File: config.mk
export PLATFORM = sky130hd
export DESIGN_NAME = shift_seq_ctrl_flat
export DESIGN_NICKNAME = d
export VERILOG_FILES = /design/src/rtl/shift_seq_ctrl_pkg.sv /design/src/rtl/shift_seq_ctrl_if.sv /design/src/rtl/shift_step1.sv /design/src/rtl/shift_seq_ctrl.sv /design/src/flat_wrapper.sv
export SDC_FILE = /design/constraint.sdc
export NUM_CORES = 1
export LEC_CHECK = 0
export BUFFER_PORTS_ARGS = -buffer_cell sky130_fd_sc_hd__buf_2
export CORE_MARGIN = 2
export CORE_UTILIZATION = 40
export CTS_BUF_LIST = sky130_fd_sc_hd__clkbuf_4 sky130_fd_sc_hd__clkbuf_8
export DETAILED_ROUTE_END_ITERATION = 7
export GPL_TIMING_DRIVEN = 1
export HOLD_SLACK_MARGIN = 0.02
export PLACE_DENSITY = 0.76
export SLEW_MARGIN = 20
export SYNTH_ARGS = -nofsm -noshare
export SYNTH_HDL_FRONTEND = slang
export SYNTH_SLANG_ARGS = --single-unit
File: constraint.sdc
create_clock -name clk -period 2.91 [get_ports clk]
set_input_delay 0.582 -clock clk [delete_from_list [all_inputs] [get_ports clk]]
set_output_delay 0.582 -clock clk [all_outputs]
set_load 0.1 [all_outputs]
File: src/rtl/shift_seq_ctrl_pkg.sv
// Shared constants, op codes and state codes for the shift sequencer.
// Optional SHIFT_BY4_EN selects a 4-bit stride in the controller.
package shift_ctrl_pkg;

    localparam int WIDTH = 16;
    localparam int CNT_W = 4;

    typedef enum logic [1:0] {
        OP_ROL = 2'b00,
        OP_SLL = 2'b01,
        OP_ROR = 2'b10,
        OP_SRL = 2'b11
    } op_e;

    typedef enum logic [1:0] {
        ST_IDLE  = 2'b00,
        ST_SHIFT = 2'b01,
        ST_DONE  = 2'b10
    } state_e;

endpackage

File: src/rtl/shift_seq_ctrl_if.sv
// Request/result handshake bundle for the shift sequencer.
interface shift_seq_ctrl_if;
    import shift_ctrl_pkg::*;

    logic             in_valid;
    logic             in_ready;
    logic [WIDTH-1:0] in_data;
    logic [CNT_W-1:0] in_cnt;
    logic [1:0]       in_op;
    logic             out_valid;
    logic             out_ready;
    logic [WIDTH-1:0] out_data;
    logic             busy;

    modport master (
        output in_valid, in_data, in_cnt, in_op, out_ready,
        input  in_ready, out_valid, out_data, busy
    );

    modport slave (
        input  in_valid, in_data, in_cnt, in_op, out_ready,
        output in_ready, out_valid, out_data, busy
    );

endinterface

File: src/rtl/shift_step1.sv
// One-bit rotate/shift stage used by the shift sequencer.
module shift_step1
    import shift_ctrl_pkg::*;
(
    input  logic [WIDTH-1:0] d,
    input  logic [1:0]       op,
    output logic [WIDTH-1:0] q
);

    always_comb begin
        q = d;
        unique case (op)
            OP_ROL: q = {d[WIDTH-2:0], d[WIDTH-1]};
            OP_SLL: q = {d[WIDTH-2:0], 1'b0};
            OP_ROR: q = {d[0], d[WIDTH-1:1]};
            OP_SRL: q = {1'b0, d[WIDTH-1:1]};
        endcase
    end

endmodule

File: src/rtl/shift_seq_ctrl.sv
// Multi-cycle rotate/shift sequencer built on a single 1-bit stage.
// Define SHIFT_BY4_EN to step by 4 bits while at least 4 remain.
module shift_seq_ctrl
    import shift_ctrl_pkg::*;
(
    input  logic            clk,
    input  logic            rst_n,
    shift_seq_ctrl_if.slave bus
);

    state_e           state_q, state_d;
    logic [WIDTH-1:0] work_q, work_d;
    logic [CNT_W-1:0] rem_q, rem_d;
    logic [1:0]       op_q, op_d;
    logic [WIDTH-1:0] step1;

    shift_step1 u_s0 (.d(work_q), .op(op_q), .q(step1));

`ifdef SHIFT_BY4_EN
    logic [WIDTH-1:0] step2, step3, step4;

    shift_step1 u_s1 (.d(step1), .op(op_q), .q(step2));
    shift_step1 u_s2 (.d(step2), .op(op_q), .q(step3));
    shift_step1 u_s3 (.d(step3), .op(op_q), .q(step4));
`endif

    always_ff @(posedge clk or negedge rst_n) begin
        if (!rst_n) begin
            state_q <= ST_IDLE;
            work_q  <= '0;
            rem_q   <= '0;
            op_q    <= 2'b00;
        end else begin
            state_q <= state_d;
            work_q  <= work_d;
            rem_q   <= rem_d;
            op_q    <= op_d;
        end
    end

    always_comb begin
        work_d = work_q;
        rem_d  = rem_q;
        op_d   = op_q;
        unique case (state_q)
            ST_IDLE: begin
                if (bus.in_valid) begin
                    work_d = bus.in_data;
                    rem_d  = bus.in_cnt;
                    op_d   = bus.in_op;
                end
            end
            ST_SHIFT: begin
                if (rem_q != '0) begin
`ifdef SHIFT_BY4_EN
                    if (rem_q >= CNT_W'(4)) begin
                        work_d = step4;
                        rem_d  = rem_q - CNT_W'(4);
                    end else begin
                        work_d = step1;
                        rem_d  = rem_q - CNT_W'(1);
                    end
`else
                    work_d = step1;
                    rem_d  = rem_q - CNT_W'(1);
`endif
                end
            end
            default: ;
        endcase
    end

    // Stray encoding 11 falls through to IDLE.
    always_comb begin
        state_d = state_q;
        case (state_q)
            ST_IDLE: begin
                if (bus.in_valid)
                    state_d = (bus.in_cnt != '0) ? ST_SHIFT : ST_DONE;
            end
            ST_SHIFT: begin
                if (rem_d == '0)
                    state_d = ST_DONE;
            end
            ST_DONE: begin
                if (bus.out_ready)
                    state_d = ST_IDLE;
            end
            default: state_d = ST_IDLE;
        endcase
    end

    always_comb begin
        bus.in_ready  = (state_q == ST_IDLE);
        bus.out_valid = (state_q == ST_DONE);
        bus.busy      = (state_q == ST_SHIFT) || (state_q == ST_DONE);
        bus.out_data  = work_q;
    end

endmodule

File: src/flat_wrapper.sv
// flat-port wrapper written by rule: the top's interface ports become plain ports
module shift_seq_ctrl_flat import shift_ctrl_pkg::*;
  (clk, rst_n, bus_in_valid, bus_in_data, bus_in_cnt, bus_in_op, bus_out_ready, bus_in_ready, bus_out_valid, bus_out_data, bus_busy);
  shift_seq_ctrl_if bus_i ();
  input  logic clk;
  input  logic rst_n;
  input wire logic [$bits(bus_i.in_valid)-1:0] bus_in_valid;
  input wire logic [$bits(bus_i.in_data)-1:0] bus_in_data;
  input wire logic [$bits(bus_i.in_cnt)-1:0] bus_in_cnt;
  input wire logic [$bits(bus_i.in_op)-1:0] bus_in_op;
  input wire logic [$bits(bus_i.out_ready)-1:0] bus_out_ready;
  output wire logic [$bits(bus_i.in_ready)-1:0] bus_in_ready;
  output wire logic [$bits(bus_i.out_valid)-1:0] bus_out_valid;
  output wire logic [$bits(bus_i.out_data)-1:0] bus_out_data;
  output wire logic [$bits(bus_i.busy)-1:0] bus_busy;
  assign bus_i.in_valid = bus_in_valid;
  assign bus_i.in_data = bus_in_data;
  assign bus_i.in_cnt = bus_in_cnt;
  assign bus_i.in_op = bus_in_op;
  assign bus_i.out_ready = bus_out_ready;
  assign bus_in_ready = bus_i.in_ready;
  assign bus_out_valid = bus_i.out_valid;
  assign bus_out_data = bus_i.out_data;
  assign bus_busy = bus_i.busy;
  shift_seq_ctrl u_core (.clk(clk), .rst_n(rst_n), .bus(bus_i));
endmodule
# Yosys cells after proc, flatten, opt, wreduce, memory -nomap -nowiden
# Cells that the tools add are included.
# word_totals
reg_bits	24
input_bits	26
# op_classes
add_sub_neg	1
n_eq_ne	9
n_mux	12
reduce_logical	10
# ops
op	count
16-bit one-hot mux with 4 select lines	1
16-bit 2-to-1 mux	2
16-bit one-hot mux with 2 select lines	1
2-bit 2-to-1 mux	4
4-bit 2-to-1 mux	2
4-bit one-hot mux with 2 select lines	1
4-bit nonzero test	2
2-bit == test, second input constant	3
2-bit one-hot mux with 3 select lines	1
3-bit AND reduction	2
2-bit by 1-bit == test with 1-bit output, second input constant	2
2-bit logical NOT	2
4-bit logical NOT	1
2-bit by 1-bit != test with 1-bit output, second input constant	2
2-bit != test, second input constant	2
4-bit by 1-bit subtractor with 4-bit output, second input constant	1
2-bit AND reduction	1
2-bit nonzero test	1
1-bit logical OR	1

# Longest topological paths before layout
# Gate-level depths: netlist (run 1).
# logic_depth
ltp_word	6
ltp_mapped	8
ltp_nobuf	7

# Cells and area by module
# A second synthesis (run 1) with hierarchy kept.
# unflattened
cells_unflattened	140
hier_area_um2	1497.7
# modules_own_cells
module	n_inst	cells_each	area_each_um2
shift_seq_ctrl	1	119	1258.7
shift_step1	1	21	239.0

# Worst setup path after synthesis (run 1)
# OpenSTA, ideal clock, no wires.
# synth_path
path_kind	reg2reg
startpoint	register u_core.state_q[0]
endpoint	register u_core.state_q[0]
setup_ns	0.135
t_arrival_ns	2.513
required_time_ns	2.775
slack_ns	0.262
path_stages_with_launch	8
path_cell_list	dfrtp_1 > inv_1 > ha_1 > mux2i_1 > a21o_1 > a221o_1 > nor4_2 > o31ai_1
# synth_between
elab_chain_cells	5
word_cells_on_any_way	10
classes_between	eq/ne (5); mux (2); reduce/logical (3)
# synth_lines
item	line	rtl
start, declared	shift_seq_ctrl.sv:11	state_e state_q, state_d;
start signal, assigned	shift_seq_ctrl.sv:34	state_q <= state_d;
2-bit logical NOT	-	
net bus_in_ready	flat_wrapper.sv:12	output wire logic [$bits(bus_i.in_ready)-1:0] bus_in_ready;
4-bit one-hot mux with 2 select lines	shift_seq_ctrl.sv:45	unique case (state_q)
net u_core.rem_d[1]	shift_seq_ctrl.sv:13	logic [CNT_W-1:0] rem_q, rem_d;
4-bit logical NOT	shift_seq_ctrl.sv:82	if (rem_d == '0)
2-bit by 1-bit != test with 1-bit output (no line)	-	
3-bit AND reduction (no line)	-	
# The timed path passes the listed nets, and every way through them passes these cells.
# A chain may end at the register's enable or synchronous reset.

# Worst setup path after layout (run 1)
# layout_path
startpoint	register u_core.state_q[0]
endpoint	output port bus_in_ready
# layout_between
elab_chain_cells	1
# layout_lines
item	line	rtl
2-bit logical NOT	shift_seq_ctrl.sv:94	bus.in_ready = (state_q == ST_IDLE);
end, declared	flat_wrapper.sv:12	
# Every way passes these cells.

==> impl_metrics.toml, run 1 <==
[die]
start_util = 0.4131
dieHeight_um = 62.47
die_w_um = 62.47
coreArea_sq_mm = 0.003311
die-area_sq_mm = 0.003903
row_count = 21
ios = 45

[worst_setup_path]
end_kind = "output port"
path_class = "flop to output port"
path_max_fanout = 5
critical_path_required_ps = 2330
crit_arrival_ps = 1530
start_kind = "flop"

[timing]
setup_tns_ps = 0
slew_headroom = 0.6433
fmax_mhz = 473.7
worst_clock_skew_ps = 7.062
tightestPinTransition_ps = 535.0
finalCriticalPeriod_ps = 2111
final.period_utilization = 0.7254
finalHoldViolCount = 0
setup_viol = 0
rsz0062_at_grt = "no"
finalMaxSlewViolations = 0

[yosys]
ys_ff_latch = 24
synth.avg_cell_area_sq_um = 8.938
postSynthNetCount = 183
synth_area_leaders = "dfrtp_1, mux2i_1, a21oi_1"
synth_warnings = 0
yosysTopAreaCell = "dfrtp_1"
postSynthCellCount = 153
synthDominantCellAreaShare = 0.4392
synth.distinct_cells = 26
synth_area_sq_mm = 0.001368
ys_seq_area_frac = 0.4392

[clock_network]
clk_path_buf_depth = 2
cts_made_buffers = 3
cts_num_sinks = 24
cts_setup_buffers = 0
cts_root_buffer = "clkbuf_4"
cts_hold_buf = 0
h-tree-depth = 1
clk_pin_slew_worst_paths_ps = 140
post_cts_resized = 0
clkLatencyLatePin_ps = 310
cts_tree = "yes"

[grt]
grt_pass1_wl_um = 5292
grt_pass1_vias = 1182
antenna_found_initial = 0
grt_use_met2 = 0.2715
use_met1 = 0.2206
met3_usage = 0.01982
grt.total_usage = 0.1644
top_usage_layer = "met2"
gr-total-overflow = 0
grt_max_degree = 35

[routing]
dr.pass1.iters = 4
drcViolationCount = 0
ant_nets = 0
routed_wl_um = 2997
num_vias = 1235
post_drt_wl_per_cell_um = 12.44
vias_per_cell = 5.124
dr.first_iter.drc_count = 70

[layout]
post-route-util = 0.5087
fillers = 336
layout-drive-gt1-share = 0.2769
area_delta_synth_final_pct = 23.15
final_nets = 226
insertedDiodeCount = 0

[status]
status = "finished clean"

[placement]
gp_congestion = 0.8787
numPortBuffers = 44

[run]
max_cap_violations = 0

[hold_path]
hp-class = "primary input to async pin"
cell type report:
cell class	instances	area (sq um)	area share
multi-input cells	113	704.4	0.4183
flip-flops and latches	24	600.6	0.3566
repair buffers	47	242.7	0.1441
well taps	46	57.56	0.03418
clock inverters	1	30.03	0.01783
inverters	7	26.28	0.01560
clock buffers	3	22.52	0.01337
Yosys cell counts:
library cell,instances
nor4_1,2
a221o_1,4
and2_1,1
a21o_1,1
nand2b_1,2
a21oi_1,19
o31ai_1,1
o21ai_0,17
buf_2,2
nor3b_1,1
mux2_2,2
clkbuf_1,7
nor4_2,1
a211oi_1,1
mux2i_1,16
nand3b_1,2
a22oi_1,1
nor2_1,16
dfrtp_1,24
ha_1,4
nand2_1,16
o21ai_1,1
nor3_1,3
o31a_1,1
o22ai_1,1
inv_1,7
kinds of logic after synthesis:
family	after synthesis	share of synthesized area
mux	18	0.1336
fa+ha+maj	4	0.03660
flops	24	0.4392
compound gates	47	0.1976
buf+inv	16	0.04575
simple gates	44	0.1473
layer usage:
metal / vias up / wire [um]
met3: 2 / 108
met2: 30 / 1498
met5: - / 0
li1: 624 / -
met1: 579 / 1380
met4: 0 / 10
path summary, 6_finish.rpt:
path                                               start                                   to  slack (ps)  cells past startpoint
min                                                rst_n  u_core.bus.out_data[13]$_DFFE_PN0P_         220                      1
max                        u_core.state_q[0]$_DFFE_PN0P_                         bus_in_ready         800                      3
max in group asynchronous                          rst_n            u_core.rem_q[3]$_DFF_PN0_        2320                      1
min in group clk                            bus_in_op[1]           u_core.op_q[1]$_DFFE_PN0P_         480                      2
max reg2reg                u_core.state_q[1]$_DFFE_PN0P_        u_core.state_q[0]$_DFFE_PN0P_         860                      7
min reg2reg                u_core.state_q[1]$_DFFE_PN0P_        u_core.state_q[1]$_DFFE_PN0P_         560                      1
state kept, by name, summed over array words and instances (netlist names):
name                 cells
u_core.op_q              2
u_core.rem_q             4
u_core.state_q           2
u_core.bus.out_data     16
cells in the final DEF (no fill, tap or decap), types with 2 or more instances in the layout:
| cell | n |
|---|---|
| buf_2 | 44 |
| dfrtp_1 | 24 |
| a21oi_1 | 19 |
| o21ai_0 | 17 |
| mux2i_1 | 16 |
| nor2_1 | 16 |
| nand2_1 | 16 |
| inv_1 | 7 |
| a221o_1 | 4 |
| ha_1 | 4 |
| nor3_1 | 3 |
| clkbuf_4 | 3 |
| buf_4 | 3 |
| nand3b_1 | 2 |
| nand2b_1 | 2 |
| nor4_1 | 2 |
| mux2_2 | 2 |
critical path, cell delays in order, from the launching register on:
cell	delay, ps
dfrtp_1	420
inv_1	100
ha_1	240
buf_2	450
stage by stage:
| stage | std cells | worst slack [ps] | instance area [sq um] | hold WS (ps) |
|---|---|---|---|---|
| finish | 241 | 799.0 | 1684 | 223.9 |
| global route | 241 | 699.1 | 1684 | 254.3 |
| CTS | 241 | 780.1 | 1684 | 243.2 |
| detailed placement | 237 | 905.5 | 1632 | 529.2 |
| global placement | 237 | 966.8 | 1632 | 518.7 |
| floorplan | 153 | 262.4 | 1368 | 286.4 |
Power of run 1 is left out: the tool's default activity adds up to more than one toggle a clock period on the data nets, which glitch-free logic cannot reach.
==> run 2: changes to the inputs <==
--- a/config.mk
+++ b/config.mk
@@ -5,6 +5,7 @@
 export SDC_FILE = /design/constraint.sdc
 export NUM_CORES = 1
 export LEC_CHECK = 0
+export ABC_AREA = 1
 export BUFFER_PORTS_ARGS = -buffer_cell sky130_fd_sc_hd__buf_2
 export CORE_MARGIN = 2
 export CORE_UTILIZATION = 40
@@ -12,7 +13,7 @@
 export DETAILED_ROUTE_END_ITERATION = 7
 export GPL_TIMING_DRIVEN = 1
 export HOLD_SLACK_MARGIN = 0.02
-export PLACE_DENSITY = 0.76
+export PLACE_DENSITY = 0.75
 export SLEW_MARGIN = 20
 export SYNTH_ARGS = -nofsm -noshare
 export SYNTH_HDL_FRONTEND = slang
==> constraint.sdc (replaced) <==
create_clock -name clk -period 2.2 [get_ports clk]
set_input_delay 0.44 -clock clk [delete_from_list [all_inputs] [get_ports clk]]
set_output_delay 0.44 -clock clk [all_outputs]
set_load 0.1 [all_outputs]
==> run 2 against run 1 <==
Compared with the run above: sequential share of layout area shrank 0.55 points; global-route usage shrank 0.19 points; first-iteration DRC count shrank 4.3%; routed wire length grew 6.2%; cell area grew 1.6%; die area grew 2.5%; clock-buffer cell count is the same; critical path depth is the same; highest routed layer unchanged; utilization is essentially flat; clock skew grew 2.1 ps; final cell count grew 17%.
==> impl_metrics.toml, run 2 <==
[status]
status = "finished clean"

[yosys]
yosys.area_share.simple = 0.2362
synth-compound-area-share = 0.2032
muxShareOfSynthArea = 0
synth_adder_area_share = 0.03565
async_flop_share = 1.000
ys_ff_latch = 24
synth_warnings = 0
synth_area_leaders = "dfrtp_1, nand2_1, a31oi_1"
yosysMostFrequentCell = "nand2_1"
synth_area_sq_mm = 0.001404
synthDominantCellAreaShare = 0.4278
synth.distinct_cells = 19
yosysTopAreaCell = "dfrtp_1"
postSynthCellCount = 195
synth_common_cells = "nand2_1, dfrtp_1, nor2_1"
synth.avg_cell_area_sq_um = 7.199
synth_xor_area_frac = 0.006239
synth_top_family_by_area = "simple AND/OR/NAND/NOR gates"
postSynthNetCount = 225
ys_seq_area_frac = 0.4278
synth-edff-count = 0
synth_flop_cell = "dfrtp_1"

[routing]
ant_nets = 0
drcViolationCount = 0
vias_per_cell = 4.908
post_drt_wl_per_cell_um = 11.29
routed_wl_um = 3183
dr.first_iter.drc_count = 67
num_vias = 1384
dr.pass1.iters = 5

[worst_setup_path]
cp_cell_sequence = "inv_1 > ha_2 > buf_2"
crit_arrival_ps = 1490
path_class = "flop to output port"
critical_path_required_ps = 1760
end_kind = "output port"
critPathSlowestCell = "buf_2"
start_kind = "flop"
cp_slowest_stage_delay_ps = 410
timing.rr.start = "u_core.state_q[1]$_DFFE_PN0P_"
path_max_fanout = 3
crit_start = "u_core.state_q[0]$_DFFE_PN0P_"

[clock_network]
clkLatencyLatePin_ps = 320
cts_root_buffer = "clkbuf_4"
post_cts_resized = 0
clk_pin_slew_worst_paths_ps = 150
cts_made_buffers = 3
h-tree-depth = 1
cts_num_sinks = 24
cts_tree = "yes"
cts_hold_buf = 0
clk_path_buf_depth = 2
cts_setup_buffers = 0

[timing]
tightestPinTransition_ps = 542.4
fmax_mhz = 517.5
finalHoldViolCount = 0
final.period_utilization = 0.8784
worst_clock_skew_ps = 9.126
hold_slack_ps = 79.95
setup_viol = 0
setup_tns_ps = 0
finalCriticalPeriod_ps = 1932
rsz0062_at_grt = "no"
finalMaxSlewViolations = 0
fin_ws_ps = 267.6
slew_headroom = 0.6384

[die]
die_w_um = 63.24
dieHeight_um = 63.24
coreArea_sq_mm = 0.003363
ios = 45
start_util = 0.4174
die-area_sq_mm = 0.003999
row_count = 21

[placement]
gp_congestion = 0.8639
numPortBuffers = 44
dp_hpwl_um = 2302
dpl_worst_slack_ps = 347.8

[layout]
insertedDiodeCount = 0
mostFrequentLayoutCells = "nand2_1, buf_2, dfrtp_1"
area_delta_synth_final_pct = 21.84
layout-drive-gt1-share = 0.2415
largest_reg_flops = 16
final_nets = 267
fillers = 359

[grt]
antenna_found_initial = 0
gr-total-overflow = 0
grt_max_degree = 33
grt.total_usage = 0.1625
grt_pass1_wl_um = 5230
grt_pass1_vias = 1199

[hold_path]
hp-class = "primary input to async pin"

[run]
max_cap_violations = 0
[run 2: cell count changes in the layout (fill, tap and decap cells not counted), sizes merged, moves of 4 or more]
cell,change
a221o,-4
inv,+18
nand3,+11
nor2,+6
mux2i,-16
a31oi,+15
nand2,+30
[run 2: metrics by stage]
stage | instance area [sq um] | instances | utilization
floorplan | 1406 | 195 | -
global placement | 1658 | 278 | 0.4929
detailed placement | 1658 | 278 | 0.4929
CTS | 1710 | 282 | 0.5086
global route | 1710 | 282 | 0.5086
finish | 1710 | 282 | 0.5086
[run 2: final timing paths]
check,to,slack [ps],depth (start not counted)
hold / removal,u_core.bus.out_data[3]$_DFFE_PN0P_,80,1
hold reg to reg,u_core.rem_q[0]$_DFF_PN0_,530,2
setup reg to reg,u_core.bus.out_data[15]$_DFFE_PN0P_,330,10
setup / recovery,bus_busy,270,3
max in group asynchronous,u_core.bus.out_data[15]$_DFFE_PN0P_,1760,1
min in group clk,u_core.op_q[1]$_DFFE_PN0P_,330,3
[run 2: logic make-up after synthesis]
kind of cell,Yosys count
flops,24
xor+xnor,1
fa+ha+maj,4
buf+inv,33
compound gates,52
simple gates,81
[run 2: layout make-up]
class | count | area, sq um | area share
Sequential cell | 24 | 600.6 | 0.3511
Clock buffer | 3 | 22.52 | 0.01317
Timing Repair Buffer | 45 | 227.7 | 0.1331
Tap cell | 46 | 57.56 | 0.03365
Clock inverter | 1 | 30.03 | 0.01756
Inverter | 25 | 93.84 | 0.05486
Multi-Input combinational cell | 138 | 678.2 | 0.3965
[run 2: routing by layer]
layer | GRT usage | part of all wire | vias up
met5 | 0 | 0 | -
met4 | 0.05707 | 0.011 | 0
met3 | 0.02143 | 0.068 | 4
met2 | 0.2766 | 0.46 | 43
met1 | 0.2123 | 0.46 | 609
li1 | - | - | 728
[run 2: critical path: cells and delay by family, from the launching register on]
family	cells	cell delay (ps)
buffers and inverters	2	480
flip-flops	1	400
adder cells (fa/ha/maj)	1	300
Power of run 2 is left out for the same reason.
